--- src/rtl/cpu_pkg.sv ---
// ============================================================================
//  Module   : cpu_pkg
//  Brief    : Shared CPU constants: exception codes, NOP word, IF/ID queue
//             depth (DEPTH=2 when IFQ_DEPTH2_EN is defined, otherwise 1).
//  Revision : 1.0 - initial release
// ============================================================================
`default_nettype none

package cpu_pkg;

`ifdef IFQ_DEPTH2_EN
    localparam int c_IFQ_DEPTH = 2;
`else
    localparam int c_IFQ_DEPTH = 1;
`endif

    // One pointer bit covers both builds; in the DEPTH=1 build it stays at 0.
    localparam int c_PTR_W = 1;

    localparam logic [4:0]  c_EXC_ADEL = 5'd4;
    localparam logic [4:0]  c_EXC_RI   = 5'd10;
    localparam logic [31:0] c_NOP_WORD = 32'h0000_0000;

    typedef logic [1:0] ifq_count_t;

    function automatic logic [c_PTR_W-1:0] ifq_ptr_next(input logic [c_PTR_W-1:0] ptr);
        if (ptr == c_PTR_W'(c_IFQ_DEPTH - 1))
            return '0;
        else
            return ptr + 1'b1;
    endfunction

endpackage

`default_nettype wire

--- src/rtl/ifq_entry_ram.sv ---
// ============================================================================
//  Module   : ifq_entry_ram
//  Brief    : DEPTH x WIDTH entry storage, synchronous write, async read.
//  Revision : 1.0 - initial release
// ============================================================================
`default_nettype none

module ifq_entry_ram #(
    parameter int DEPTH = 1,
    parameter int WIDTH = 71,
    parameter int PTR_W = 1
) (
    input  logic             clk,
    input  logic             i_we,
    input  logic [PTR_W-1:0] i_waddr,
    input  logic [WIDTH-1:0] i_wdata,
    input  logic [PTR_W-1:0] i_raddr,
    output logic [WIDTH-1:0] o_rdata
);

    // Contents are never reset: occupancy in the parent masks stale data.
    generate
        if (DEPTH == 1) begin : g_single
            logic [WIDTH-1:0] r_mem;
            logic             w_unused_addr;

            always_ff @(posedge clk) begin
                if (i_we) begin
                    r_mem <= i_wdata;
                end
            end

            assign o_rdata       = r_mem;
            assign w_unused_addr = ^{i_waddr, i_raddr};
        end else begin : g_array
            logic [WIDTH-1:0] r_mem [DEPTH];

            always_ff @(posedge clk) begin
                if (i_we) begin
                    r_mem[i_waddr] <= i_wdata;
                end
            end

            assign o_rdata = r_mem[i_raddr];
        end
    endgenerate

endmodule

`default_nettype wire

--- src/rtl/if_id_queue.sv ---
// ============================================================================
//  Module   : if_id_queue
//  Brief    : IF->ID decoupling FIFO. IFQ_DEPTH2_EN selects a 2-entry skid
//             queue with registered in_ready; default is a 1-entry register.
//  Revision : 1.0 - initial release
// ============================================================================
`default_nettype none

module if_id_queue
    import cpu_pkg::*;
#(
    parameter int DATA_W = 32
) (
    input  logic              clk,
    input  logic              reset,
    input  logic              in_valid,
    output logic              in_ready,
    input  logic [DATA_W-1:0] in_pc,
    input  logic [DATA_W-1:0] in_instr,
    input  logic              in_exp,
    input  logic [4:0]        in_exccode,
    input  logic              in_bd,
    output logic              out_valid,
    input  logic              out_ready,
    output logic [DATA_W-1:0] out_pc,
    output logic [DATA_W-1:0] out_instr,
    output logic              out_exp,
    output logic [4:0]        out_exccode,
    output logic              out_bd,
    input  logic              flush,
    output logic [1:0]        count
);

    localparam int c_ENTRY_W = 2 * DATA_W + 7;

    logic [c_PTR_W-1:0]   r_wptr;
    logic [c_PTR_W-1:0]   r_rptr;
    ifq_count_t           r_count;

    logic                 w_push;
    logic                 w_pop;
    logic [DATA_W-1:0]    w_instr_st;
    logic [c_ENTRY_W-1:0] w_wdata;
    logic [c_ENTRY_W-1:0] w_rdata;
    logic [c_ENTRY_W-1:0] w_head;

`ifdef IFQ_DEPTH2_EN
    // Ready depends only on registered occupancy; the skid entry absorbs
    // the word already in flight when ID stalls.
    assign in_ready = (r_count < 2'(c_IFQ_DEPTH));
`else
    assign in_ready = (r_count == 2'd0) | out_ready;
`endif

    assign out_valid = (r_count != 2'd0);
    assign w_push    = in_valid & in_ready;
    assign w_pop     = out_valid & out_ready;

    // A faulting fetch is stored as a NOP but keeps its pc and cause.
    assign w_instr_st = in_exp ? DATA_W'(c_NOP_WORD) : in_instr;
    assign w_wdata    = {in_pc, w_instr_st, in_exp, in_exccode, in_bd};

    ifq_entry_ram #(
        .DEPTH (c_IFQ_DEPTH),
        .WIDTH (c_ENTRY_W),
        .PTR_W (c_PTR_W)
    ) u_ram (
        .clk     (clk),
        .i_we    (w_push & ~flush),
        .i_waddr (r_wptr),
        .i_wdata (w_wdata),
        .i_raddr (r_rptr),
        .o_rdata (w_rdata)
    );

    always_ff @(posedge clk or negedge reset) begin
        if (!reset) begin
            r_wptr  <= '0;
            r_rptr  <= '0;
            r_count <= 2'd0;
        end else if (flush) begin
            r_wptr  <= '0;
            r_rptr  <= '0;
            r_count <= 2'd0;
        end else begin
            if (w_push) begin
                r_wptr <= ifq_ptr_next(r_wptr);
            end
            if (w_pop) begin
                r_rptr <= ifq_ptr_next(r_rptr);
            end
            case ({w_push, w_pop})
                2'b10:   r_count <= r_count + 2'd1;
                2'b01:   r_count <= r_count - 2'd1;
                default: r_count <= r_count;
            endcase
        end
    end

    assign w_head = out_valid ? w_rdata : '0;
    assign {out_pc, out_instr, out_exp, out_exccode, out_bd} = w_head;
    assign count  = r_count;

endmodule

`default_nettype wire

--- config.mk ---
export PLATFORM = sky130hd
export DESIGN_NAME = if_id_queue
export DESIGN_NICKNAME = d
export VERILOG_FILES = /design/src/rtl/cpu_pkg.sv /design/src/rtl/ifq_entry_ram.sv /design/src/rtl/if_id_queue.sv
export SDC_FILE = /design/constraint.sdc
export NUM_CORES = 1
export LEC_CHECK = 0
export BUFFER_PORTS_ARGS = -buffer_cell sky130_fd_sc_hd__buf_2
export CAP_MARGIN = 10
export CELL_PAD_IN_SITES_DETAIL_PLACEMENT = 0
export CELL_PAD_IN_SITES_GLOBAL_PLACEMENT = 1
export CORE_MARGIN = 4
export CORE_UTILIZATION = 30
export CTS_BUF_LIST = sky130_fd_sc_hd__clkbuf_4 sky130_fd_sc_hd__clkbuf_8
export CTS_CLUSTER_DIAMETER = 120
export DETAILED_ROUTE_END_ITERATION = 7
export GPL_ROUTABILITY_DRIVEN = 0
export PLACE_DENSITY_LB_ADDON = 0.08
export SYNTH_ARGS = -nofsm -noshare
export SYNTH_HDL_FRONTEND = slang
export SYNTH_SLANG_ARGS = --single-unit
--- constraint.sdc ---
create_clock -name clk -period 4.27 [get_ports clk]
set_clock_uncertainty 0.15 [all_clocks]
set_input_delay 0.427 -clock clk [delete_from_list [all_inputs] [get_ports clk]]
set_output_delay 0.427 -clock clk [all_outputs]
set_load 0.03 [all_outputs]
* After elaboration in Yosys (flattened, before gate mapping) *
Index checks and enable logic that the tools add are counted.
Widths: inputs -> output; s select.

storage, ports and cells
  register bits after elaboration = 73
  input port bits = 76
  word-level logic and storage cells = 18

operators by class
  $add $sub $neg = 2
  equality and inequality tests = 2
  multiplexer cells = 3
  bitwise operators = 5
  reductions and logical operators = 3

operators with widths
  cell                 number
  $mux 71              1
  $pmux 2 s2           1
  $and 1x1->1          3
  $reduce_bool 3->1    1
  $add 2x1->2 const B  1
  $eq 2x1->1 const B   1
  $eq 2x2->1 const B   1
  $logic_not 2->1      1
  $mux 2               1
  $reduce_bool 2->1    1
  $sub 2x1->2 const B  1
  $not 1->1            1
  $or 1x1->1           1

* Depth between registers and ports, before layout *
  word-level depth = 6
  gate-level depth with buffers = 4
  depth with buffers taken out = 3

* Cells and area by module *
A second synthesis with hierarchy kept.

unflattened totals
  cells, all modules = 198
  area, all modules = 3,012.9 um^2

modules (own cells, without submodules)
  module         instances  cells each  area an instance (um^2)
  ifq_entry_ram  1          71          2,132.0
  if_id_queue    1          127         880.8

* Worst setup path before layout *
No wires, ideal clock.

  path type = register -> register
  start = reg r_count[0], in the netlist count[0]
  end = reg u_ram.g_single.r_mem[0], in the netlist u_ram.o_rdata[0] (enable)
  library setup time = 0.437 ns
  data arrival time = 2.917 ns
  data required time = 3.683 ns
  setup slack = 0.766 ns
  cell stages (with the launch flop) = 5
  buffers on the path = 1
  cell sequence = dfrtp_1 or2_1 buf_6 nand2_1 and3b_1

on the way
  word-level cells in the longest chain between the ends = 4

ends and longest elaborated chain
  what                    RTL line             text
  start, declared         if_id_queue.sv:38    ifq_count_t r_count;
  start signal, assigned  if_id_queue.sv:93    2'b10: r_count <= r_count + 2'd1;
  start signal, assigned  if_id_queue.sv:94    2'b01: r_count <= r_count - 2'd1;
  start signal, assigned  if_id_queue.sv:95    default: r_count <= r_count;
  $logic_not 2->1         if_id_queue.sv:52    assign in_ready = (r_count == 2'd0) | out_ready;
  $or 1x1->1              if_id_queue.sv:52
  net in_ready            if_id_queue.sv:17    output logic in_ready,
  $and 1x1->1             if_id_queue.sv:56    assign w_push = in_valid & in_ready;
  $and 1x1->1             if_id_queue.sv:69    .i_we (w_push & ~flush),
  net u_ram.i_we          ifq_entry_ram.sv:14  input logic i_we,
  end signal, assigned    ifq_entry_ram.sv:29  r_mem <= i_wdata;
  end, declared           ifq_entry_ram.sv:24  logic [WIDTH-1:0] r_mem;

The timed path passes the listed nets, and every way through them passes these cells.
A chain may end at the register's enable or synchronous reset.

* Worst setup path after layout *
  start = reg r_count[1], in the netlist count[1]
  end = out out_instr[25]

on the way
  word-level cells in the longest chain between the ends = 2

ends and longest elaborated chain
  what               RTL line            text
  $reduce_bool 2->1  if_id_queue.sv:55   assign out_valid = (r_count != 2'd0);
  $mux 71            if_id_queue.sv:100  assign w_head = out_valid ? w_rdata : '0;
  end, declared      if_id_queue.sv:26   output logic [DATA_W-1:0] out_instr,

No other way between the ends.

==> metrics.yaml <==
outcome:
  status: "complete, no violations"
place:
  io_buffers: 150
  placed_cells: 470
  dp_hpwl_um: 4708
clocking:
  clock-sinks: 73
  cts_tree: "done"
  numCtsBuffers: 9
  cts_root_buf: "clkbuf_8"
  clk_path_buf_depth: 2
  clk_latency_ns: 0.33
  clk_pin_slew_ns: 0.08
  htreeDepth: 3
setup_path:
  worst_path_largest_cell_delay_ns: 0.53
  crit_chain: "or2_2, buf_4, and2_4, buf_2"
  crit_path_end_kind: "output pin"
  start_kind: "flop"
  crit_path_max_fanout: 72
  critPathArrivalTime_ns: 1.85
  cp.depth: 4
  cp.required_ns: 3.69
  rr_worst_depth: 3
  path_class: "reg2out"
  critPathBufInv: 2
  cp_top_family: "buffers and inverters"
  slowest_stage: "buf_4"
power:
  leakage_nw: 1.835
  power_mw: 1.589
  peakVddDrop_uv: 161.9
  power_density_mw_per_mm2: 385.8
yosys:
  syn_avg_cell_area_um2: 15.66
  yosys_warnings: 0
  synth_area_leaders: "edfxtp_1 69%, and2_4 11%, and2_1 6.5%"
  ys_types: 15
  synth_enable_flop_cells: 71
  ys_async_sr_fraction_pct: 2.740
  yosysSeqAreaShare_pct: 70.75
  synthesis.area_mm2: 0.003084
  synth_cells: 197
  yosys.area.top_type: "edfxtp_1"
  synth_most_common_cell: "edfxtp_1"
  synth_common_cells: "71 x edfxtp_1, 39 x and2_4, 32 x and2_1, 32 x nor2b_1, 8 x buf_6"
  synthFlopType: "edfxtp_1"
  synth-seq-cells: 73
  synth_top_area_share_pct: 69.13
  syn_nets: 273
die:
  initial_core_util_pct: 31.12
  dieArea_mm2: 0.01197
  core-area_mm2: 0.009910
  rows: 36
  die_x_um: 109.4
  ioPinCount: 151
  die_h_um: 109.4
grt:
  gr-total-overflow: 0
  grt_antenna_before_repair: 1
  grt_util_all_layers_pct: 11.26
  grt_pass1_wl_um: 9984
  grt_pass1_vias: 1966
  grt_max_degree: 73
final_layout:
  drive_above_1_share_pct: 58.76
  areaGrowthSynthToFinish_pct: 33.51
  layout.nets: 425
  instances_no_fill: 487
  antenna_cells: 0
hold_path:
  whs_path_depth: 1
  holdCritPathClass: "in2reg"
route:
  drcViolationCount: 0
  wl_per_cell_um: 14.03
  routed_wl_um: 6833
  drt_iter0_markers: 48
  vias_per_cell: 3.988
  vias: 1942
  drtAntennaViolNets: 0
  drtPass1Iterations: 5
sta:
  rsz0062_at_grt: "no"
  worstMarginPinSlew_ns: 1.074
  hold_viol_final: 0
  fin_crit_sh_pct: 56.74
  drv_slew: 0
  min_period_ns: 2.423
  slew_headroom_pct: 28.37
  finalSetupTns_ns: 0
  fmax_ghz: 0.4128
  finalSetupViolCount: 0
flow_run:
  drv_cap: 0
## registers in the layout, indices dropped and copies added (netlist names)
name,cells
count,2
u_ram.o_rdata,71
## through the flow
stage	cell area, um^2	hold WS (ns)	utilization, %	setup slack (ns)
detailed placement	3911	0.06969	39.47	1.974
global route	4118	0.09064	41.55	1.657
floorplan	3084	-0.01859	-	0.7662
finish	4118	0.1075	41.55	1.847
CTS	4118	0.08827	41.55	1.783
global placement	3911	0.06710	39.47	2.013
## path summary, 6_finish.rpt
check,from,to,slack [ns]
worst max-delay path,count[1]$_DFFE_PN0P_,out_instr[25],1.85
worst min-delay path,in_pc[21],u_ram.o_rdata[60]$_DFFE_PP_,0.11
worst max register to register,count[0]$_DFFE_PN0P_,u_ram.o_rdata[5]$_DFFE_PP_,1.98
worst min register to register,count[1]$_DFFE_PN0P_,count[1]$_DFFE_PN0P_,0.44
max in group asynchronous,reset,count[0]$_DFFE_PN0P_,3.60
min in group asynchronous,reset,count[1]$_DFFE_PN0P_,0.27
## placed cells by master (no fill, tap or decap)
cell / n
buf_2: 150
edfxtp_1: 71
and2_4: 39
and2_1: 32
nor2b_1: 32
clkbuf_8: 9
clkbuf_4: 4
nand2_1: 2
nor3b_1: 2
dfrtp_1: 2
or2_2: 1
inv_1: 1
and3b_4: 1
o21ai_0: 1
nand2b_1: 1
a31oi_1: 1
clkinvlp_4: 1
bufinv_16: 1
clkinv_2: 1
dlygate4sd3_1: 1
buf_4: 1
## routing by layer
layer / track usage [%] / wire (um) / part of all wire (%) / up-vias
met5: 0 / 12 / 0.18 / -
met4: 5.076 / 115 / 1.7 / 2
met3: 3.993 / 737 / 11 / 12
met2: 17.70 / 3109 / 45 / 93
met1: 13.92 / 2858 / 42 / 872
li1: - / - / - / 963
## repair_timing
item,4_1_cts,5_1_grt
buffers inserted,0,0
hold buffers,1,0
gates resized for setup,0,0
hold endpoints to repair,2,0
## layout make-up
| cell class | instances | area (um^2) |
|---|---|---|
| Clock buffer | 13 | 153.9 |
| Tap cell | 133 | 166.4 |
| Clock inverter | 3 | 42.54 |
| Timing Repair Buffer | 152 | 768.2 |
| Inverter | 1 | 3.754 |
| Fill cell | 974 | 5792 |
| Sequential cell | 73 | 2182 |
| Multi-Input combinational cell | 112 | 800.8 |
## cells by family (layout without fill, tap and decap cells)
logic type      Yosys count  after routing  synth area share (%)
simple gates            110            110                 25.48
flops                    73             73                 70.75
buf+inv                  12            169                 3.408
compound gates            2              2                0.3651
## report_power, final
group          internal (mW)  leakage [nW]  switching (mW)  total [mW]
combinational         0.0850          1.04           0.134       0.219
sequential             0.824         0.691         0.00648       0.830
clock                  0.296         0.101           0.243       0.539
total                   1.20          1.83           0.384        1.59
Power figures use the tool's default switching activity.
